### src/rtl/cal_seq_ctrl_if.sv
// Request/response bundle for the calculation sequencer: operation in, result out.
// Master is the requester/consumer side; slave is the sequencer.
interface cal_seq_ctrl_if #(
    parameter int unsigned W = 4
);
    logic             in_valid;
    logic             in_ready;
    logic [1:0]       op;
    logic [W-1:0]     a;
    logic [W-1:0]     b;
    logic             out_valid;
    logic             out_ready;
    logic [2*W-1:0]   result;
    logic             flag;
    logic             err;

    modport master (
        output in_valid, op, a, b, out_ready,
        input  in_ready, out_valid, result, flag, err
    );

    modport slave (
        input  in_valid, op, a, b, out_ready,
        output in_ready, out_valid, result, flag, err
    );
endinterface

### src/rtl/cal_seq_ctrl.sv
// Sequenced ADD/SUB/MUL unit: one-cycle add/sub, W-cycle shift-add multiply,
// valid/ready handshakes on both sides, results held until the next completion.
module cal_seq_ctrl #(
    parameter int unsigned W = 4
) (
    input  logic          clk,
    input  logic          rst,
    cal_seq_ctrl_if.slave bus
);
    localparam int unsigned RW = 2 * W;
    localparam int unsigned CW = (W > 1) ? $clog2(W) : 1;

    localparam logic [1:0] OP_ADD = 2'b00;
    localparam logic [1:0] OP_SUB = 2'b01;
    localparam logic [1:0] OP_MUL = 2'b10;

    typedef enum logic [1:0] {
        IDLE = 2'd0,
        EXEC = 2'd1,
        MUL  = 2'd2,
        DONE = 2'd3
    } state_t;

    state_t          state,     state_nxt;
    logic [1:0]      op_q,      op_nxt;
    logic [W-1:0]    a_q,       a_nxt;
    logic [W-1:0]    b_q,       b_nxt;
    logic [RW-1:0]   mcand_q,   mcand_nxt;
    logic [RW-1:0]   acc_q,     acc_nxt;
    logic [CW-1:0]   cnt_q,     cnt_nxt;
    logic            in_ready_q,  in_ready_nxt;
    logic            out_valid_q, out_valid_nxt;
    logic [RW-1:0]   result_q,  result_nxt;
    logic            flag_q,    flag_nxt;
    logic            err_q,     err_nxt;

    logic [W:0]      sum;
    logic [W-1:0]    diff;
    logic [RW-1:0]   acc_add;

    // Datapath terms; b_q doubles as the right-shifting multiplier in MUL.
    always_comb begin
        sum     = {1'b0, a_q} + {1'b0, b_q};
        diff    = a_q - b_q;
        acc_add = acc_q + (b_q[0] ? mcand_q : '0);
    end

    // Next-state and next-register values.
    always_comb begin
        state_nxt     = state;
        op_nxt        = op_q;
        a_nxt         = a_q;
        b_nxt         = b_q;
        mcand_nxt     = mcand_q;
        acc_nxt       = acc_q;
        cnt_nxt       = cnt_q;
        in_ready_nxt  = in_ready_q;
        out_valid_nxt = out_valid_q;
        result_nxt    = result_q;
        flag_nxt      = flag_q;
        err_nxt       = err_q;

        case (state)
            IDLE: begin
                if (bus.in_valid && in_ready_q) begin
                    op_nxt       = bus.op;
                    a_nxt        = bus.a;
                    b_nxt        = bus.b;
                    mcand_nxt    = RW'(bus.a);
                    acc_nxt      = '0;
                    cnt_nxt      = '0;
                    in_ready_nxt = 1'b0;
                    state_nxt    = (bus.op == OP_MUL) ? MUL : EXEC;
                end
            end
            EXEC: begin
                case (op_q)
                    OP_ADD: begin
                        result_nxt = RW'(sum);
                        flag_nxt   = sum[W];
                        err_nxt    = 1'b0;
                    end
                    OP_SUB: begin
                        result_nxt = RW'(diff);
                        flag_nxt   = (a_q < b_q);
                        err_nxt    = 1'b0;
                    end
                    default: begin
                        result_nxt = '0;
                        flag_nxt   = 1'b0;
                        err_nxt    = 1'b1;
                    end
                endcase
                out_valid_nxt = 1'b1;
                state_nxt     = DONE;
            end
            MUL: begin
                acc_nxt   = acc_add;
                mcand_nxt = mcand_q << 1;
                b_nxt     = b_q >> 1;
                cnt_nxt   = cnt_q + CW'(1);
                // Last iteration: counter wraps and the final sum is published.
                if (cnt_q == CW'(W - 1)) begin
                    cnt_nxt       = '0;
                    result_nxt    = acc_add;
                    flag_nxt      = |acc_add[RW-1:W];
                    err_nxt       = 1'b0;
                    out_valid_nxt = 1'b1;
                    state_nxt     = DONE;
                end
            end
            DONE: begin
                if (bus.out_ready) begin
                    out_valid_nxt = 1'b0;
                    in_ready_nxt  = 1'b1;
                    state_nxt     = IDLE;
                end
            end
            default: begin
                state_nxt = IDLE;
            end
        endcase
    end

    // State and datapath registers; reset overrides any handshake.
    always_ff @(posedge clk) begin
        if (rst) begin
            state       <= IDLE;
            op_q        <= '0;
            a_q         <= '0;
            b_q         <= '0;
            mcand_q     <= '0;
            acc_q       <= '0;
            cnt_q       <= '0;
            in_ready_q  <= 1'b1;
            out_valid_q <= 1'b0;
            result_q    <= '0;
            flag_q      <= 1'b0;
            err_q       <= 1'b0;
        end else begin
            state       <= state_nxt;
            op_q        <= op_nxt;
            a_q         <= a_nxt;
            b_q         <= b_nxt;
            mcand_q     <= mcand_nxt;
            acc_q       <= acc_nxt;
            cnt_q       <= cnt_nxt;
            in_ready_q  <= in_ready_nxt;
            out_valid_q <= out_valid_nxt;
            result_q    <= result_nxt;
            flag_q      <= flag_nxt;
            err_q       <= err_nxt;
        end
    end

    assign bus.in_ready  = in_ready_q;
    assign bus.out_valid = out_valid_q;
    assign bus.result    = result_q;
    assign bus.flag      = flag_q;
    assign bus.err       = err_q;
endmodule

### src/flat_wrapper.sv
// flat-port wrapper written by rule: the top's interface ports become plain ports
module cal_seq_ctrl_flat 
#(
    parameter int unsigned W = 4
)
  (clk, rst, bus_in_valid, bus_op, bus_a, bus_b, bus_out_ready, bus_in_ready, bus_out_valid, bus_result, bus_flag, bus_err);
  cal_seq_ctrl_if #(.W(W)) bus_i ();
  input  logic clk;
  input  logic rst;
  input wire logic [$bits(bus_i.in_valid)-1:0] bus_in_valid;
  input wire logic [$bits(bus_i.op)-1:0] bus_op;
  input wire logic [$bits(bus_i.a)-1:0] bus_a;
  input wire logic [$bits(bus_i.b)-1:0] bus_b;
  input wire logic [$bits(bus_i.out_ready)-1:0] bus_out_ready;
  output wire logic [$bits(bus_i.in_ready)-1:0] bus_in_ready;
  output wire logic [$bits(bus_i.out_valid)-1:0] bus_out_valid;
  output wire logic [$bits(bus_i.result)-1:0] bus_result;
  output wire logic [$bits(bus_i.flag)-1:0] bus_flag;
  output wire logic [$bits(bus_i.err)-1:0] bus_err;
  assign bus_i.in_valid = bus_in_valid;
  assign bus_i.op = bus_op;
  assign bus_i.a = bus_a;
  assign bus_i.b = bus_b;
  assign bus_i.out_ready = bus_out_ready;
  assign bus_in_ready = bus_i.in_ready;
  assign bus_out_valid = bus_i.out_valid;
  assign bus_result = bus_i.result;
  assign bus_flag = bus_i.flag;
  assign bus_err = bus_i.err;
  cal_seq_ctrl #(.W(W)) u_core (.clk(clk), .rst(rst), .bus(bus_i));
endmodule
### config.mk
export PLATFORM = sky130hd
export DESIGN_NAME = cal_seq_ctrl_flat
export DESIGN_NICKNAME = d
export VERILOG_FILES = /design/src/rtl/cal_seq_ctrl_if.sv /design/src/rtl/cal_seq_ctrl.sv /design/src/flat_wrapper.sv
export SDC_FILE = /design/constraint.sdc
export NUM_CORES = 1
export LEC_CHECK = 0
export ABC_AREA = 1
export CAP_MARGIN = 20
export CORE_ASPECT_RATIO = 0.5
export CORE_UTILIZATION = 56
export CTS_CLUSTER_SIZE = 30
export DETAILED_ROUTE_END_ITERATION = 6
export PLACE_DENSITY = 0.79
export SKIP_CTS_REPAIR_TIMING = 1
export SLEW_MARGIN = 10
export SYNTH_ARGS = -nofsm -noshare
export SYNTH_HDL_FRONTEND = slang
export SYNTH_SLANG_ARGS = --single-unit
### constraint.sdc
create_clock -name clk -period 2.58 [get_ports clk]
set_clock_uncertainty 0.1 [all_clocks]
set_input_delay 0.258 -clock clk [delete_from_list [all_inputs] [get_ports clk]]
set_output_delay 0.258 -clock clk [all_outputs]
set_load 0.01 [all_outputs]
==> results of run 1 <==
==> power by group through the flow <==
stage          registers, mW  clock network (mW)  logic [mW]
2_1_floorplan          0.948                   0       0.898
3_3_place_gp           0.965                   0        1.20
3_5_place_dp           0.971                   0        1.22
4_1_cts                0.960               0.538        1.24
5_1_grt                0.984               0.568        1.43
6_report               0.960               0.539        1.25
==> how the worst min path moves through the flow <==
stage          cells after the start  slack [ps]                          from                           end
2_1_floorplan                      2         290                      bus_a[2]    u_core.a_q[2]$_SDFFE_PP0P_
3_3_place_gp                       2         350  u_core.cnt_q[1]$_SDFFE_PP0P_  u_core.cnt_q[1]$_SDFFE_PP0P_
3_5_place_dp                       2         360  u_core.acc_q[0]$_SDFFE_PP0P_  u_core.acc_q[0]$_SDFFE_PP0P_
4_1_cts                            2         370  u_core.acc_q[0]$_SDFFE_PP0P_  u_core.acc_q[0]$_SDFFE_PP0P_
5_1_grt                            2         400  u_core.acc_q[0]$_SDFFE_PP0P_  u_core.acc_q[0]$_SDFFE_PP0P_
6_report                           2         370  u_core.acc_q[0]$_SDFFE_PP0P_  u_core.acc_q[0]$_SDFFE_PP0P_
==> synth_stat cells, drive strengths merged <==
cell,number
a211oi,1
a21oi,40
a31oi,6
buf,6
clkbuf,6
dfxtp,42
fa,3
ha,20
inv,48
nand2,90
nand3,23
nand3b,3
nand4,1
nor2,23
nor3,2
o211a,1
o21ai,38
o21bai,1
or2,1
xor2,1
==> state kept, by name, summed over array words and instances, names as in the netlist, 2 cells and up <==
name               flops
u_core.acc_q           8
u_core.op_q            2
u_core.bus.result      8
u_core.a_q             4
u_core.b_q             4
u_core.cnt_q           2
u_core.mcand_q         8
u_core.state           2
==> stage by stage <==
stage	cell area, um2	setup slack (ps)	util	power (mW)	hold WS (ps)
2_1_floorplan	2470	546	-	1.85	293
3_3_place_gp	2750	375	0.676	2.17	354
3_5_place_dp	2750	307	0.676	2.19	363
4_1_cts	2860	319	0.704	2.73	375
5_1_grt	2860	143	0.704	2.98	396
6_report	2860	311	0.704	2.75	373
==> cells by family after synthesis <==
| kind of cell | after synthesis | synth area share |
|---|---|---|
| XOR/XNOR | 1 | 0.00354 |
| flip-flops | 42 | 0.340 |
| AO/OA/AOI/OAI | 87 | 0.189 |
| adder cells (fa/ha/maj) | 23 | 0.125 |
| AND/OR/NAND/NOR | 143 | 0.241 |
| buffers and inverters | 60 | 0.101 |
==> layout make-up <==
| type | count | area [um2] | share of cell area |
|---|---|---|---|
| Clock buffer | 5 | 68.8 | 0.0241 |
| Clock inverter | 3 | 43.8 | 0.0153 |
| Inverter | 48 | 183 | 0.0639 |
| Multi-Input combinational cell | 254 | 1380 | 0.484 |
| Sequential cell | 42 | 841 | 0.294 |
| Timing Repair Buffer | 28 | 273 | 0.0954 |
| Tap cell | 54 | 67.6 | 0.0236 |
==> layer usage <==
| layer | wire length [um] | part of all wire | vias to the layer above |
|---|---|---|---|
| met5 | 0 | 0 | - |
| met4 | 18 | 0.0031 | 0 |
| met3 | 352 | 0.061 | 4 |
| met2 | 2490 | 0.43 | 55 |
| met1 | 2890 | 0.50 | 1035 |
| li1 | - | - | 1201 |
==> worst max-delay path, delay by kind of cell (launching register included) <==
kind / cells / cell delay (ps)
simple gates: 10 / 880
fa+ha+maj: 2 / 610
flops: 1 / 470
buf+inv: 1 / 50
compound gates: 1 / 50
==> results.sh, run 1 <==
export IMPL_status="completed"
export IMPL_syn_inst=356
export IMPL_tightest_slew_ps=647
export IMPL_max_stage_delay_ps=470
export IMPL_yosysTopAreaCellShare=0.340
export IMPL_vias=2295
export IMPL_n_antenna_cell=0
export IMPL_place_congestion=0.907
export IMPL_period_needed_ps=2270
export IMPL_worst_path_max_fanout=12
export IMPL_r2r_setup_slack_ps=310
export IMPL_critPathKind="flip-flop to flip-flop"
export IMPL_use_met3=0.0592
export IMPL_dieArea_um2=4700
export IMPL_grt_pass1_vias=2105
export IMPL_stdcell_count=434
export IMPL_worstSetupEndpoint="u_core.bus.flag$_SDFFE_PP0P_"
export IMPL_clk_path_buf_depth=2
export IMPL_fill_cells=346
export IMPL_critPathRequiredTime_ps=2670
export IMPL_yosysTopAreaCell="dfxtp_1"
export IMPL_final_cell_mix="nand2_1, inv_1, dfxtp_1"
export IMPL_hold_viol_final=0
export IMPL_wl_per_cell_um=13.2
export IMPL_hpwl_mm=4.33
export IMPL_p_seq_frac=0.350
export IMPL_ys_seq_elements=42
export IMPL_grt_pass1_wl_mm=9.78
export IMPL_rr_worst_depth=14
export IMPL_crit_start="u_core.b_q[0]$_SDFFE_PP0P_"
export IMPL_ctsHtreeMaxLevel=2
export IMPL_p_switching_mw=1.17
export IMPL_io_buffer_count=25
export IMPL_path_clk_slew_ps=90
export IMPL_insertion_delay_ps=300
export IMPL_setup_viol_count_final=0
export IMPL_clock_sinks=42
export IMPL_cts_tree="built"
export IMPL_cap_violations=0
export IMPL_rows=16
export IMPL_grt_busiest_layer="met2"
export IMPL_grtUsageTotal=0.272
export IMPL_pwr_share_clk=0.197
export IMPL_dr_first_iter_drc_count=148
export IMPL_yosys_top_cells_area="dfxtp_1, nand2_1, ha_1, a21oi_1, o21ai_0"
export IMPL_r2r_start="u_core.b_q[0]$_SDFFE_PP0P_"
export IMPL_synth_seq_area_share=0.340
export IMPL_rsz0062_at_grt="no"
export IMPL_yosysUniqueCellTypes=28
export IMPL_worst_path_most_repeated_cell="nand2_1"
export IMPL_grt_ovfl_total=0
export IMPL_drt_vias_per_instance=5.29
export IMPL_grt_max_degree=26
export IMPL_finalMaxSlewViolations=0
export IMPL_synth_avg_cell_area_um2=6.95
export IMPL_cts_root_buf="clkbuf_8"
export IMPL_design_core_area_um2=4060
export IMPL_antenna_left=0
export IMPL_hp_class="flip-flop to flip-flop"
export IMPL_tns_ps=0
export IMPL_io_pin_count=26
export IMPL_final_period_utilization=0.879
export IMPL_worstPathArrival_ps=2360
export IMPL_cp_end_kind="flip-flop"
export IMPL_globalRouteMet2Util=0.409
export IMPL_worstReg2RegEnd="u_core.bus.flag$_SDFFE_PP0P_"
export IMPL_fmax_mhz=441
export IMPL_layout_commonest_cell="nand2_1"
export IMPL_p_sw_frac=0.428
export IMPL_grt_use_met1=0.400
export IMPL_start_util=0.609
export IMPL_area_growth_pct=15.6
export IMPL_antenna_found_initial=0
export IMPL_dpl_cell_count=426
export IMPL_drc=0
export IMPL_die_x_um=96.0
export IMPL_startpoint_type="flip-flop"
export IMPL_power_density_nw_per_um2=960
export IMPL_nNetsFinal=416
export IMPL_p_leak_nw=1.35
export IMPL_die_y_um=49.0
export IMPL_ys_warn_count=0
export IMPL_drive_gt1_frac=0.0500
export IMPL_peakVddDrop_uv=623
export IMPL_relSlewSlack=0.568
export IMPL_path_cells="nand2_1, inv_1, ha_1, fa_1, nand2_1, nand2_1, nand3b_1, nand2_1, nand2_1, nand2_1, nor2_1, nand2_1, nand2_1, a21oi_1"
export IMPL_cts_buffers=5
export IMPL_dr_pass1_iters=4
export IMPL_synth_fp_nets=393
export IMPL_crit_slowest_cell="dfxtp_1"
export IMPL_wl_mm=5.74
export IMPL_p_comb_frac=0.454
export IMPL_netlist_area_um2=2470
export IMPL_p_int_mw=1.57
Power figures use the tool's default switching activity.
==> run 2: changes to the inputs <==
- ABC_AREA: 1 -> 0
==> run 2 against run 1 <==
  * Worst hold slack got worse by 9.1 ps
  * Combinational power decreased by 24%
  * Clock-buffer cell count increased by 2
  * Critical path depth decreased by 7
  * Setup slack got worse by 96 ps
  * Cell count decreased by 14%
  * Die area decreased by 2.0%
  * Via count decreased by 3.8%
  * Fmax decreased by 4.1%
  * Utilization increased by 0.20 points
==> results.sh, run 2 <==
export IMPL_antenna_left=0
export IMPL_syn_inst=289
export IMPL_clk_path_buf_depth=2
export IMPL_synth_avg_cell_area_um2=8.39
export IMPL_synth_top_family_by_area="simple AND/OR/NAND/NOR gates"
export IMPL_yosys_cell_count_top_type="dfxtp_1"
export IMPL_grt_max_degree=18
export IMPL_min_path_cells=2
export IMPL_synthXorXnorAreaFrac=0.0217
export IMPL_design_core_area_um2=4020
export IMPL_dr_first_iter_drc_count=134
export IMPL_finalMaxSlewViolations=0
export IMPL_r2r_setup_slack_ps=210
export IMPL_synth_seq_area_share=0.347
export IMPL_rr_worst_depth=7
export IMPL_relSlewSlack=0.529
export IMPL_synth_fp_nets=326
export IMPL_antenna_found_initial=0
export IMPL_utilization=0.706
export IMPL_final_cell_mix="dfxtp_1, nor2_1, nand2_1"
export IMPL_fin_ws_ps=215
export IMPL_grtUsageTotal=0.285
export IMPL_critPathRequiredTime_ps=2670
export IMPL_synth_adder_area_share=0.128
export IMPL_ys_async_sr_fraction=0
export IMPL_tightest_slew_ps=703
export IMPL_peakVddDrop_uv=548
export IMPL_n_antenna_cell=0
export IMPL_die_y_um=48.5
export IMPL_holdPathEnd="u_core.bus.result[5]$_SDFFE_PP0P_"
export IMPL_final_period_utilization=0.917
export IMPL_grt_pass1_vias=2124
export IMPL_start_util=0.602
export IMPL_post_place_ws_ps=237
export IMPL_io_pin_count=26
export IMPL_grt_busiest_layer="met2"
export IMPL_status="completed"
export IMPL_clock_sinks=42
export IMPL_dr_pass1_iters=4
export IMPL_yosys_top_cells_area="dfxtp_1, ha_1, nor2_1, a21oi_1, nand2_1"
export IMPL_cts_tree="built"
export IMPL_synthFlopType="dfxtp_1"
export IMPL_hp_class="flip-flop to flip-flop"
export IMPL_use_met3=0.0660
export IMPL_rsz0062_at_grt="no"
export IMPL_drc=0
export IMPL_cp_end_kind="flip-flop"
export IMPL_hpwl_mm=4.51
export IMPL_yosysTopAreaCellShare=0.347
export IMPL_area_growth_pct=17.1
export IMPL_synth_compound_area_frac=0.207
export IMPL_r2r_start="u_core.b_q[0]$_SDFFE_PP0P_"
export IMPL_wl_mm=5.96
export IMPL_yosysTopAreaCell="dfxtp_1"
export IMPL_yosysUniqueCellTypes=45
export IMPL_period_needed_ps=2370
export IMPL_grt_pass1_wl_mm=10.0
export IMPL_worstPathArrival_ps=2450
export IMPL_worst_path_max_fanout=11
export IMPL_cts_root_buf="clkbuf_8"
export IMPL_netlist_area_um2=2420
export IMPL_insertion_delay_ps=300
export IMPL_worstReg2RegEnd="u_core.bus.flag$_SDFFE_PP0P_"
export IMPL_io_buffer_count=25
export IMPL_startpoint_type="flip-flop"
export IMPL_setup_viol_count_final=0
export IMPL_drt_vias_per_instance=5.94
export IMPL_fill_cells=337
export IMPL_critPathKind="flip-flop to flip-flop"
export IMPL_synthSimpleGateAreaFrac=0.220
export IMPL_layout_commonest_cell="dfxtp_1"
export IMPL_globalRouteMet2Util=0.438
export IMPL_tns_ps=0
export IMPL_cts_buffers=5
export IMPL_synth_edf_count=0
export IMPL_grt_use_met1=0.392
export IMPL_place_congestion=0.885
export IMPL_synthTopCellsByCount="dfxtp_1, nor2_1, nand2_1"
export IMPL_nNetsFinal=354
export IMPL_p_leak_nw=1.13
export IMPL_cap_violations=0
export IMPL_rows=16
export IMPL_ys_warn_count=0
export IMPL_vias=2208
export IMPL_wl_per_cell_um=16.0
export IMPL_muxShareOfSynthArea=0.0372
export IMPL_holdCritStartpoint="u_core.bus.result[5]$_SDFFE_PP0P_"
export IMPL_ys_seq_elements=42
export IMPL_path_clk_slew_ps=80
export IMPL_dieArea_um2=4610
export IMPL_ctsHtreeMaxLevel=2
export IMPL_power_density_nw_per_um2=797
export IMPL_fmax_mhz=423
export IMPL_drive_gt1_frac=0.0597
export IMPL_grt_ovfl_total=0
export IMPL_hold_viol_final=0
export IMPL_die_x_um=95.0
## run 2: layout make-up
class                      count  area (um2)  share of cell area
timing repair buffer          32         303               0.107
sequential                    42         841               0.296
multi-input combinational    223        1490               0.524
clock buffer                   7        86.3              0.0304
tap                           54        67.6              0.0238
inverter                      13        48.8              0.0172
clock inverter                 1        5.00             0.00176
## run 2: routing by layer
metal  vias up  share of wire
li1       1083              -
met1      1045           0.46
met2        71           0.46
met3         9          0.065
met4         0          0.011
met5         -              0
## run 2: per-stage QoR
stage | hold slack, ps | total power, mW | std cells | area, um2
global placement | 343 | 1.78 | 364 | 2750
floorplan | 294 | 1.48 | 289 | 2420
CTS | 367 | 2.26 | 372 | 2840
detailed placement | 351 | 1.81 | 364 | 2750
finish | 363 | 2.26 | 372 | 2840
global route | 402 | 2.41 | 372 | 2840
## run 2: logic make-up (layout without fill, tap and decap cells)
family	count (synthesis)	after routing
and+or+nand+nor	109	109
AOI/OAI and AO/OA	76	76
DFF	42	42
buffers and inverters	24	53
adders and majority gates	23	23
muxes	9	9
xor gates and xnor gates	6	6
## run 2: how the worst max path moves through the flow
| stage | to | startpoint | depth (start not counted) |
|---|---|---|---|
| after floorplan | u_core.acc_q[6]$_SDFFE_PP0P_ | u_core.b_q[0]$_SDFFE_PP0P_ | 8 |
| after global placement | u_core.bus.flag$_SDFFE_PP0P_ | u_core.b_q[0]$_SDFFE_PP0P_ | 7 |
| after detailed placement | u_core.bus.flag$_SDFFE_PP0P_ | u_core.b_q[0]$_SDFFE_PP0P_ | 7 |
| after CTS | u_core.bus.flag$_SDFFE_PP0P_ | u_core.b_q[0]$_SDFFE_PP0P_ | 7 |
| after global routing | u_core.bus.result[6]$_SDFFE_PP0P_ | u_core.b_q[0]$_SDFFE_PP0P_ | 8 |
| final | u_core.bus.flag$_SDFFE_PP0P_ | u_core.b_q[0]$_SDFFE_PP0P_ | 7 |
## run 2: critical path: stages, from the launching register on
cell,delay (ps)
dfxtp_1,500
and2_1,240
ha_1,250
a21o_1,190
and4_1,230
or3_4,360
a221oi_2,280
a31oi_1,110
## run 2: power breakdown
group	internal, mW	total (mW)	switching, mW
logic	0.400	0.948	0.548
registers	0.758	0.867	0.109
clock network	0.216	0.449	0.233
